$ cat src/rtl/axil_cmd_master_pkg.sv
// Shared types and constants for the command-to-AXI4-lite master.
// Holds the FSM state enum, the AXI response codes and the default prot value.
package axil_cmd_master_pkg;

  typedef enum logic [2:0] {
    IDLE   = 3'd0,
    WR_REQ = 3'd1,
    WR_RSP = 3'd2,
    RD_REQ = 3'd3,
    RD_RSP = 3'd4,
    DONE   = 3'd5
  } state_e;

  localparam logic [1:0] RESP_OKAY   = 2'b00;
  localparam logic [1:0] RESP_EXOKAY = 2'b01;
  localparam logic [1:0] RESP_SLVERR = 2'b10;
  localparam logic [1:0] RESP_DECERR = 2'b11;

  localparam logic [2:0] PROT_DEFAULT = 3'b000;

endpackage

$ cat src/rtl/axil_cmd_master_if.sv
// AXI4-lite bus carrying the five channels between the master and a slave.
// The master modport drives requests and response readies; the slave modport is its mirror.
interface axil_cmd_master_if #(
  parameter int ADDR_WIDTH = 32,
  parameter int DATA_WIDTH = 32,
  parameter int STRB_WIDTH = DATA_WIDTH / 8
) ();

  logic                  awvalid;
  logic                  awready;
  logic [ADDR_WIDTH-1:0] awaddr;
  logic [2:0]            awprot;
  logic                  wvalid;
  logic                  wready;
  logic [DATA_WIDTH-1:0] wdata;
  logic [STRB_WIDTH-1:0] wstrb;
  logic                  bvalid;
  logic                  bready;
  logic [1:0]            bresp;
  logic                  arvalid;
  logic                  arready;
  logic [ADDR_WIDTH-1:0] araddr;
  logic [2:0]            arprot;
  logic                  rvalid;
  logic                  rready;
  logic [DATA_WIDTH-1:0] rdata;
  logic [1:0]            rresp;

  modport master (
    output awvalid, awaddr, awprot, wvalid, wdata, wstrb, bready,
    output arvalid, araddr, arprot, rready,
    input  awready, wready, bvalid, bresp, arready, rvalid, rdata, rresp
  );

  modport slave (
    input  awvalid, awaddr, awprot, wvalid, wdata, wstrb, bready,
    input  arvalid, araddr, arprot, rready,
    output awready, wready, bvalid, bresp, arready, rvalid, rdata, rresp
  );

endinterface

$ cat src/rtl/axil_cmd_master.sv
// Turns single-beat register commands into AXI4-lite transactions, one in flight at a time,
// and returns exactly one response record per command.
//
// state  | meaning
// IDLE   | cmd_ready high, waiting for a command
// WR_REQ | AW and W offered; each drops after its own handshake
// WR_RSP | bready high, waiting for B
// RD_REQ | arvalid high, waiting for arready
// RD_RSP | rready high, waiting for R
// DONE   | rsp_valid high, holding the record until rsp_ready
module axil_cmd_master
  import axil_cmd_master_pkg::*;
#(
  parameter int         DATA_WIDTH = 32,
  parameter int         ADDR_WIDTH = 32,
  parameter int         STRB_WIDTH = DATA_WIDTH / 8,
  parameter logic [2:0] AXI_PROT   = PROT_DEFAULT
) (
  input  logic                  clk,
  input  logic                  rst_n,
  input  logic                  cmd_valid_i,
  output logic                  cmd_ready_o,
  input  logic                  cmd_write_i,
  input  logic [ADDR_WIDTH-1:0] cmd_addr_i,
  input  logic [DATA_WIDTH-1:0] cmd_data_i,
  input  logic [STRB_WIDTH-1:0] cmd_strb_i,
  output logic                  rsp_valid_o,
  input  logic                  rsp_ready_i,
  output logic                  rsp_write_o,
  output logic [DATA_WIDTH-1:0] rsp_data_o,
  output logic [1:0]            rsp_resp_o,
  axil_cmd_master_if.master     m_axil
);

  localparam int                  LSB       = $clog2(STRB_WIDTH);
  localparam logic [ADDR_WIDTH-1:0] ADDR_MASK =
    ~((ADDR_WIDTH'(1) << LSB) - ADDR_WIDTH'(1));

  state_e                state_q, state_d;
  logic [ADDR_WIDTH-1:0] addr_q;
  logic [DATA_WIDTH-1:0] data_q;
  logic [STRB_WIDTH-1:0] strb_q;
  logic                  write_q;
  logic                  aw_done_q, w_done_q;
  logic [DATA_WIDTH-1:0] rsp_data_q;
  logic [1:0]            rsp_resp_q;

  logic cmd_fire, aw_fire, w_fire, b_fire, ar_fire, r_fire;

  assign cmd_fire = cmd_valid_i && cmd_ready_o;
  assign aw_fire  = m_axil.awvalid && m_axil.awready;
  assign w_fire   = m_axil.wvalid && m_axil.wready;
  assign b_fire   = m_axil.bvalid && m_axil.bready;
  assign ar_fire  = m_axil.arvalid && m_axil.arready;
  assign r_fire   = m_axil.rvalid && m_axil.rready;

  always_ff @(posedge clk or negedge rst_n) begin
    if (!rst_n) begin
      state_q <= IDLE;
    end else begin
      state_q <= state_d;
    end
  end

  always_comb begin
    state_d = state_q;
    case (state_q)
      IDLE:    if (cmd_fire) state_d = cmd_write_i ? WR_REQ : RD_REQ;
      WR_REQ:  if ((aw_done_q || aw_fire) && (w_done_q || w_fire)) state_d = WR_RSP;
      WR_RSP:  if (b_fire) state_d = DONE;
      RD_REQ:  if (ar_fire) state_d = RD_RSP;
      RD_RSP:  if (r_fire) state_d = DONE;
      DONE:    if (rsp_ready_i) state_d = IDLE;
      default: state_d = IDLE;
    endcase
  end

  // Handshake outputs decode the state only, so no ready ever waits on a valid.
  always_comb begin
    cmd_ready_o    = 1'b0;
    rsp_valid_o    = 1'b0;
    m_axil.awvalid = 1'b0;
    m_axil.wvalid  = 1'b0;
    m_axil.bready  = 1'b0;
    m_axil.arvalid = 1'b0;
    m_axil.rready  = 1'b0;
    case (state_q)
      IDLE:    cmd_ready_o = rst_n;
      WR_REQ: begin
        m_axil.awvalid = !aw_done_q;
        m_axil.wvalid  = !w_done_q;
      end
      WR_RSP:  m_axil.bready  = 1'b1;
      RD_REQ:  m_axil.arvalid = 1'b1;
      RD_RSP:  m_axil.rready  = 1'b1;
      DONE:    rsp_valid_o    = 1'b1;
      default: ;
    endcase
  end

  always_ff @(posedge clk or negedge rst_n) begin
    if (!rst_n) begin
      addr_q     <= '0;
      data_q     <= '0;
      strb_q     <= '0;
      write_q    <= 1'b0;
      aw_done_q  <= 1'b0;
      w_done_q   <= 1'b0;
      rsp_data_q <= '0;
      rsp_resp_q <= '0;
    end else begin
      if (cmd_fire) begin
        addr_q    <= cmd_addr_i & ADDR_MASK;
        data_q    <= cmd_data_i;
        strb_q    <= cmd_strb_i;
        write_q   <= cmd_write_i;
        aw_done_q <= 1'b0;
        w_done_q  <= 1'b0;
      end
      if (aw_fire) aw_done_q <= 1'b1;
      if (w_fire)  w_done_q  <= 1'b1;
      if (b_fire) begin
        rsp_data_q <= '0;
        rsp_resp_q <= m_axil.bresp;
      end
      if (r_fire) begin
        rsp_data_q <= m_axil.rdata;
        rsp_resp_q <= m_axil.rresp;
      end
    end
  end

  assign m_axil.awaddr = addr_q;
  assign m_axil.awprot = AXI_PROT;
  assign m_axil.wdata  = data_q;
  assign m_axil.wstrb  = strb_q;
  assign m_axil.araddr = addr_q;
  assign m_axil.arprot = AXI_PROT;

  assign rsp_write_o = write_q;
  assign rsp_data_o  = rsp_data_q;
  assign rsp_resp_o  = rsp_resp_q;

endmodule

$ cat src/flat_wrapper.sv
// flat-port wrapper written by rule: the top's interface ports become plain ports
module axil_cmd_master_flat import axil_cmd_master_pkg::*;
#(
  parameter int         DATA_WIDTH = 32,
  parameter int         ADDR_WIDTH = 32,
  parameter int         STRB_WIDTH = DATA_WIDTH / 8,
  parameter logic [2:0] AXI_PROT   = PROT_DEFAULT
)
  (clk, rst_n, cmd_valid_i, cmd_ready_o, cmd_write_i, cmd_addr_i, cmd_data_i, cmd_strb_i, rsp_valid_o, rsp_ready_i, rsp_write_o, rsp_data_o, rsp_resp_o, m_axil_awvalid, m_axil_awaddr, m_axil_awprot, m_axil_wvalid, m_axil_wdata, m_axil_wstrb, m_axil_bready, m_axil_arvalid, m_axil_araddr, m_axil_arprot, m_axil_rready, m_axil_awready, m_axil_wready, m_axil_bvalid, m_axil_bresp, m_axil_arready, m_axil_rvalid, m_axil_rdata, m_axil_rresp);
  axil_cmd_master_if #(.ADDR_WIDTH(ADDR_WIDTH), .DATA_WIDTH(DATA_WIDTH), .STRB_WIDTH(STRB_WIDTH)) m_axil_i ();
  input  logic clk;
  input  logic rst_n;
  input  logic cmd_valid_i;
  output logic cmd_ready_o;
  input  logic cmd_write_i;
  input  logic [ADDR_WIDTH-1:0] cmd_addr_i;
  input  logic [DATA_WIDTH-1:0] cmd_data_i;
  input  logic [STRB_WIDTH-1:0] cmd_strb_i;
  output logic rsp_valid_o;
  input  logic rsp_ready_i;
  output logic rsp_write_o;
  output logic [DATA_WIDTH-1:0] rsp_data_o;
  output logic [1:0] rsp_resp_o;
  output wire logic [$bits(m_axil_i.awvalid)-1:0] m_axil_awvalid;
  output wire logic [$bits(m_axil_i.awaddr)-1:0] m_axil_awaddr;
  output wire logic [$bits(m_axil_i.awprot)-1:0] m_axil_awprot;
  output wire logic [$bits(m_axil_i.wvalid)-1:0] m_axil_wvalid;
  output wire logic [$bits(m_axil_i.wdata)-1:0] m_axil_wdata;
  output wire logic [$bits(m_axil_i.wstrb)-1:0] m_axil_wstrb;
  output wire logic [$bits(m_axil_i.bready)-1:0] m_axil_bready;
  output wire logic [$bits(m_axil_i.arvalid)-1:0] m_axil_arvalid;
  output wire logic [$bits(m_axil_i.araddr)-1:0] m_axil_araddr;
  output wire logic [$bits(m_axil_i.arprot)-1:0] m_axil_arprot;
  output wire logic [$bits(m_axil_i.rready)-1:0] m_axil_rready;
  input wire logic [$bits(m_axil_i.awready)-1:0] m_axil_awready;
  input wire logic [$bits(m_axil_i.wready)-1:0] m_axil_wready;
  input wire logic [$bits(m_axil_i.bvalid)-1:0] m_axil_bvalid;
  input wire logic [$bits(m_axil_i.bresp)-1:0] m_axil_bresp;
  input wire logic [$bits(m_axil_i.arready)-1:0] m_axil_arready;
  input wire logic [$bits(m_axil_i.rvalid)-1:0] m_axil_rvalid;
  input wire logic [$bits(m_axil_i.rdata)-1:0] m_axil_rdata;
  input wire logic [$bits(m_axil_i.rresp)-1:0] m_axil_rresp;
  assign m_axil_awvalid = m_axil_i.awvalid;
  assign m_axil_awaddr = m_axil_i.awaddr;
  assign m_axil_awprot = m_axil_i.awprot;
  assign m_axil_wvalid = m_axil_i.wvalid;
  assign m_axil_wdata = m_axil_i.wdata;
  assign m_axil_wstrb = m_axil_i.wstrb;
  assign m_axil_bready = m_axil_i.bready;
  assign m_axil_arvalid = m_axil_i.arvalid;
  assign m_axil_araddr = m_axil_i.araddr;
  assign m_axil_arprot = m_axil_i.arprot;
  assign m_axil_rready = m_axil_i.rready;
  assign m_axil_i.awready = m_axil_awready;
  assign m_axil_i.wready = m_axil_wready;
  assign m_axil_i.bvalid = m_axil_bvalid;
  assign m_axil_i.bresp = m_axil_bresp;
  assign m_axil_i.arready = m_axil_arready;
  assign m_axil_i.rvalid = m_axil_rvalid;
  assign m_axil_i.rdata = m_axil_rdata;
  assign m_axil_i.rresp = m_axil_rresp;
  axil_cmd_master #(.DATA_WIDTH(DATA_WIDTH), .ADDR_WIDTH(ADDR_WIDTH), .STRB_WIDTH(STRB_WIDTH), .AXI_PROT(AXI_PROT)) u_core (.clk(clk), .rst_n(rst_n), .cmd_valid_i(cmd_valid_i), .cmd_ready_o(cmd_ready_o), .cmd_write_i(cmd_write_i), .cmd_addr_i(cmd_addr_i), .cmd_data_i(cmd_data_i), .cmd_strb_i(cmd_strb_i), .rsp_valid_o(rsp_valid_o), .rsp_ready_i(rsp_ready_i), .rsp_write_o(rsp_write_o), .rsp_data_o(rsp_data_o), .rsp_resp_o(rsp_resp_o), .m_axil(m_axil_i));
endmodule
$ cat config.mk
export PLATFORM = sky130hd
export DESIGN_NAME = axil_cmd_master_flat
export DESIGN_NICKNAME = d
export VERILOG_FILES = /design/src/rtl/axil_cmd_master_pkg.sv /design/src/rtl/axil_cmd_master_if.sv /design/src/rtl/axil_cmd_master.sv /design/src/flat_wrapper.sv
export SDC_FILE = /design/constraint.sdc
export NUM_CORES = 1
export LEC_CHECK = 0
export CAP_MARGIN = 20
export CORE_MARGIN = 1
export CORE_UTILIZATION = 38
export CTS_CLUSTER_DIAMETER = 80
export DETAILED_ROUTE_END_ITERATION = 7
export HOLD_SLACK_MARGIN = 0.02
export PLACE_DENSITY = 0.88
export SYNTH_ARGS = -nofsm -noshare
export SYNTH_HDL_FRONTEND = slang
export SYNTH_SLANG_ARGS = --single-unit
$ cat constraint.sdc
create_clock -name clk -period 1.9 [get_ports clk]
set_input_delay 0.57 -clock clk [delete_from_list [all_inputs] [get_ports clk]]
set_output_delay 0.57 -clock clk [all_outputs]
set_load 0.1 [all_outputs]
==> results.json, run 1 <==
{
  "antenna_found_initial": 0,
  "vias": 3340,
  "status": "complete, but fails checks",
  "synth_most_common_cell": "dfrtp_1",
  "layout.nets": 649,
  "cts_buffers": 9,
  "final.setup_skew_ns": 0.005877,
  "fmax_mhz": 493.9,
  "synth-seq-area-share_pct": 60.01,
  "h-tree-depth": 3,
  "ys_async_sr_fraction_pct": 100.0,
  "crit_required_ns": 1.33,
  "wl_per_cell_microns": 19.46,
  "clockBufferDepth": 2,
  "worstMarginPinSlew_ns": 0.5822,
  "maxSlewHeadroom_pct": 61.19,
  "track_usage_pct": 22.16,
  "clock_latency_ns": 0.34,
  "hold_viol": 0,
  "first_pass_iters": 4,
  "synth_area_leader_cell": "dfrtp_1",
  "die-area_sq_um": 12070,
  "syn_avg_cell_area_sq_um": 14.49,
  "syn_inst": 305,
  "io_pins": 262,
  "grt_max_degree": 107,
  "cp-start-kind": "flop",
  "drive_above_1_share_pct": 51.67,
  "setup_viol": 7,
  "gp_congestion": 0.7980,
  "area_growth_pct": 96.01,
  "totalWireLength_microns": 13290,
  "synth_area_leaders": "dfrtp_1 60%, mux2_2 16%, buf_4 7.3%",
  "grt_setup_unrepaired": "true",
  "die_x_microns": 109.9,
  "row_count": 39,
  "final_core_util_pct": 76.21,
  "die_h_microns": 109.9,
  "final_area_sq_um": 8665,
  "synth_cell_types": 27,
  "hpwl_microns": 10240,
  "synth-seq-cells": 106,
  "start_util_pct": 38.88,
  "setup_ws_ns": -0.1247,
  "synth_ff_type": "dfrtp_1",
  "critPathCaptureType": "primary output",
  "violations": "setup timing",
  "path_clk_slew_ns": 0.07,
  "synth_top_area_share_pct": 60.01,
  "grt_pass1_wl_microns": 19660,
  "ys_warn_count": 0,
  "period_share_pct": 106.6,
  "clkSinkCount": 106,
  "synth-edff-count": 0,
  "ant_nets": 0,
  "num_antenna_cells": 0,
  "cap_violations": 0,
  "viasPerCell": 4.890,
  "maxSlewViolCount": 0,
  "drc_errors": 0,
  "grt_pass1_vias": 3653,
  "arrival_ns": 1.45,
  "syn_area_sq_um": 4420,
  "root_buffer": "clkbuf_16",
  "io_buffers": 249,
  "fin_crit_ns": 2.025,
  "r2r_cells": 6,
  "cp_max_fo": 7,
  "gr-total-overflow": 0,
  "hold_path.class": "primary input to asynchronous set/reset pin",
  "synth_common_cells": "106 x dfrtp_1, 64 x mux2_2, 43 x buf_4, 34 x a22o_1, 10 x buf_6",
  "tritoncts": "yes",
  "drtIter0Drc": 113,
  "place_area_sq_um": 8297,
  "critPathKind": "flop to primary output",
  "core_area_sq_um": 11370
}
cells by family (layout without fill, tap and decap cells):
logic type / after synthesis / after routing / share of synthesized area [%]
buffers and inverters: 58 / 284 / 10.39
AO/OA/AOI/OAI: 46 / 46 / 8.435
multiplexers: 70 / 70 / 17.75
AND/OR/NAND/NOR: 24 / 24 / 3.340
other: 1 / 10 / 0.08483
flip-flops: 106 / 106 / 60.01
flip-flops by register name (all words and copies together), names as in the netlist:
register	count
u_core.rsp_data_o	32
u_core.rsp_write_o	1
u_core.rsp_resp_o	2
u_core.w_done_q	1
u_core.m_axil.wstrb	4
u_core.aw_done_q	1
u_core.m_axil.araddr	30
u_core.m_axil.wdata	32
u_core.state_q	3
worst max-delay path: stages (launching register included):
cell and delay (ns):
dfrtp_2 0.48, buf_4 0.17, nor3b_4 0.25, buf_12 0.21
final timing paths:
kind,from,to,slack [ns]
max in group asynchronous,rst_n,u_core.state_q[2],1.00
min in group clk,u_core.rsp_write_o,u_core.rsp_write_o,0.55
setup reg to reg,u_core.state_q[2],u_core.rsp_data_o[29],0.19
hold reg to reg,u_core.rsp_write_o,u_core.rsp_write_o,0.55
setup / recovery,u_core.state_q[1],m_axil_rready,-0.12
hold / removal,rst_n,u_core.w_done_q,0.40
cell usage in the layout, fill, tap and decap left out, types with 2 or more instances in the layout:
master / count
nor2_4: 4
conb_1: 10
nand2_1: 7
dfrtp_2: 33
mux2_2: 64
a21oi_1: 3
and2b_1: 2
clkinvlp_4: 2
o21ai_1: 2
o21ai_0: 2
mux2i_1: 3
dfrtp_1: 73
clkdlybuf4s50_1: 110
clkbuf_16: 9
buf_12: 144
a22o_1: 34
buf_4: 12
mux2_1: 3
clkbuf_8: 2
nand2_4: 2
nand2b_1: 2
and2_4: 2
repair_timing:
action                                  CTS  global route
gates resized for setup                   7             2
endpoints found under the setup margin    7             7
hold buffers                              0             0
pin swaps                                 3             0
buffers inserted                          5             0
hold endpoints to repair                  0             0
final cells by class:
type	instances	area (sq um)
multi-input combinational	150	1396
fill	664	2705
timing repair buffer	267	4085
sequential	106	2694
inverter	1	3.754
clock inverter	4	50.05
tap	143	178.9
clock buffer	12	256.5
metal layers:
metal	global-route usage, %	up-vias	routed length, microns
met1	23.05	1654	4512
met5	0	-	0
li1	-	1479	-
met3	5.928	23	1108
met4	10.57	0	384
met2	40.98	184	7283
per-stage QoR:
| step | cells | TNS (ns) | worst slack [ns] | hold WS (ns) |
|---|---|---|---|---|
| 2_1_floorplan | 314 | -42.29 | -0.6014 | 0.2744 |
| 3_3_place_gp | 662 | -0.03475 | -0.03475 | 0.5281 |
| 3_5_place_dp | 662 | -0.3450 | -0.08320 | 0.5408 |
| 4_1_cts | 683 | -0.6356 | -0.1247 | 0.4640 |
| 5_1_grt | 683 | -0.8497 | -0.1722 | 0.4978 |
| 6_report | 683 | -0.5479 | -0.1247 | 0.4030 |
Power of run 1 is not shown: default switching activity piles up to over one toggle a cycle in this logic, so the estimate is an artifact.
==> inputs of run 2 (changes only) <==
--- a/config.mk
+++ b/config.mk
@@ -12,6 +12,8 @@
 export DETAILED_ROUTE_END_ITERATION = 7
 export HOLD_SLACK_MARGIN = 0.02
 export PLACE_DENSITY = 0.88
+export RECOVER_POWER = 25
+export REMOVE_ABC_BUFFERS = 1
 export SYNTH_ARGS = -nofsm -noshare
 export SYNTH_HDL_FRONTEND = slang
 export SYNTH_SLANG_ARGS = --single-unit
==> run 2 against run 1 <==
  * The run still ends with setup timing left
  * First-iteration DRC count grew 13%
  * Worst setup slack improved by 0.027 ns
  * Critical path type unchanged
  * Critical endpoint unchanged
  * Clock skew barely moved
==> results.json, run 2 (same netlist as run 1, synthesis figures left out) <==
{
  "first_pass_iters": 4,
  "tns_ns": -0.5206,
  "vias": 3430,
  "row_count": 39,
  "wl_per_cell_microns": 20.13,
  "maxSlewHeadroom_pct": 35.41,
  "r2r_setup_slack_ns": 0.12,
  "multi_input_comb_area_sq_um": 1381,
  "viasPerCell": 4.942,
  "ant_nets": 0,
  "cts_buffers": 9,
  "gp_congestion": 0.7984,
  "grt_setup_unrepaired": "true",
  "die_x_microns": 109.9,
  "final.setup_skew_ns": 0.005693,
  "layout_common_cells": "142 x buf_12, 110 x clkdlybuf4s50_1, 103 x dfrtp_1",
  "num_antenna_cells": 0,
  "cp_max_fo": 8,
  "hpwl_microns": 10520,
  "track_usage_pct": 23.82,
  "grt_pass1_vias": 3747,
  "hold_path.class": "flop to flop",
  "worstMarginPinSlew_ns": 0.9688,
  "crit_required_ns": 1.33,
  "core_area_sq_um": 11370,
  "setup_ws_ns": -0.09812,
  "period_share_pct": 105.2,
  "hold_viol": 0,
  "antenna_found_initial": 0,
  "maxSlewViolCount": 0,
  "layout.nets": 661,
  "clock_latency_ns": 0.35,
  "critPathCaptureType": "primary output",
  "root_buffer": "clkbuf_16",
  "arrival_ns": 1.43,
  "die_h_microns": 109.9,
  "die-area_sq_um": 12070,
  "drc_errors": 0,
  "grt_pass1_wl_microns": 20790,
  "io_buffers": 249,
  "tritoncts": "yes",
  "io_pins": 262,
  "area_growth_pct": 94.93,
  "violations": "setup timing",
  "gr-total-overflow": 0,
  "final_common_cell": "buf_12",
  "holdWs_ns": 0.5653,
  "fmax_mhz": 500.5,
  "drtIter0Drc": 128,
  "final_core_util_pct": 75.79,
  "h-tree-depth": 3,
  "status": "complete, but fails checks",
  "drive_above_1_share_pct": 47.01,
  "cp-start-kind": "flop",
  "seq_area_sq_um": 2656,
  "start_util_pct": 38.88,
  "clkSinkCount": 106,
  "fin_crit_ns": 1.998,
  "fillers": 656,
  "path_clk_slew_ns": 0.07,
  "totalWireLength_microns": 13970,
  "critPathKind": "flop to primary output",
  "cap_violations": 0,
  "setup_viol": 7,
  "grt_max_degree": 43,
  "clockBufferDepth": 2
}
[run 2: final cells by class]
class,count,area share [%]
inverter,1,0.04356
sequential,106,30.83
clock inverter,4,0.2323
timing repair buffer,279,48.09
multi-input combinational,150,16.03
tap,143,2.076
clock buffer,11,2.701
[run 2: metrics by stage]
stage                     instances  area [sq um]  worst slack, ns
after floorplan                 257          3999           -2.126
after global placement          664          8212         -0.03125
after detailed placement        664          8212         -0.05480
after CTS                       689          8584          -0.1115
after global routing            694          8617          -0.1528
final                           694          8617         -0.09812
[run 2: worst paths after layout]
check / start / end / cells past startpoint
setup / recovery: u_core.state_q[0] / m_axil_rready / 4
hold / removal: u_core.rsp_data_o[5] / u_core.rsp_data_o[5] / 1
setup reg to reg: u_core.state_q[1] / u_core.m_axil.wdata[30] / 5
hold reg to reg: u_core.rsp_data_o[5] / u_core.rsp_data_o[5] / 1
max in group asynchronous: rst_n / u_core.m_axil.wdata[19] / 3
min in group asynchronous: rst_n / u_core.rsp_resp_o[0] / 2
[run 2: critical path, cell delays in order, from the launching register on]
cell and delay, ns:
dfrtp_2 0.44, buf_6 0.15, nor3b_2 0.17, buf_4 0.15, buf_12 0.16
[run 2: timing repair]
| item | CTS | global route |
|---|---|---|
| endpoints found under the setup margin | 7 | 7 |
| resized for setup | 15 | 1 |
| gates cloned | 0 | 0 |
| pin swaps | 6 | 3 |
| hold buffers | 0 | 0 |
| setup buffers | 10 | 5 |
[run 2: per-layer routing]
layer / GRT usage [%] / up-vias / wire (microns)
li1: - / 1511 / -
met1: 24.80 / 1772 / 4759
met2: 45.71 / 134 / 8303
met3: 6.639 / 13 / 726
met4: 7.333 / 0 / 184
met5: 0 / - / 0
Power of run 2 is left out for the same reason.
==> inputs of run 3 (changes only) <==
--- a/config.mk
+++ b/config.mk
@@ -14,6 +14,7 @@
 export PLACE_DENSITY = 0.88
 export RECOVER_POWER = 25
 export REMOVE_ABC_BUFFERS = 1
+export SLEW_MARGIN = 10
 export SYNTH_ARGS = -nofsm -noshare
 export SYNTH_HDL_FRONTEND = slang
 export SYNTH_SLANG_ARGS = --single-unit
==> results of run 3 <==
Final layout, timing and power as in run 2 (identical DEF).
Power of run 3 is left out for the same reason.
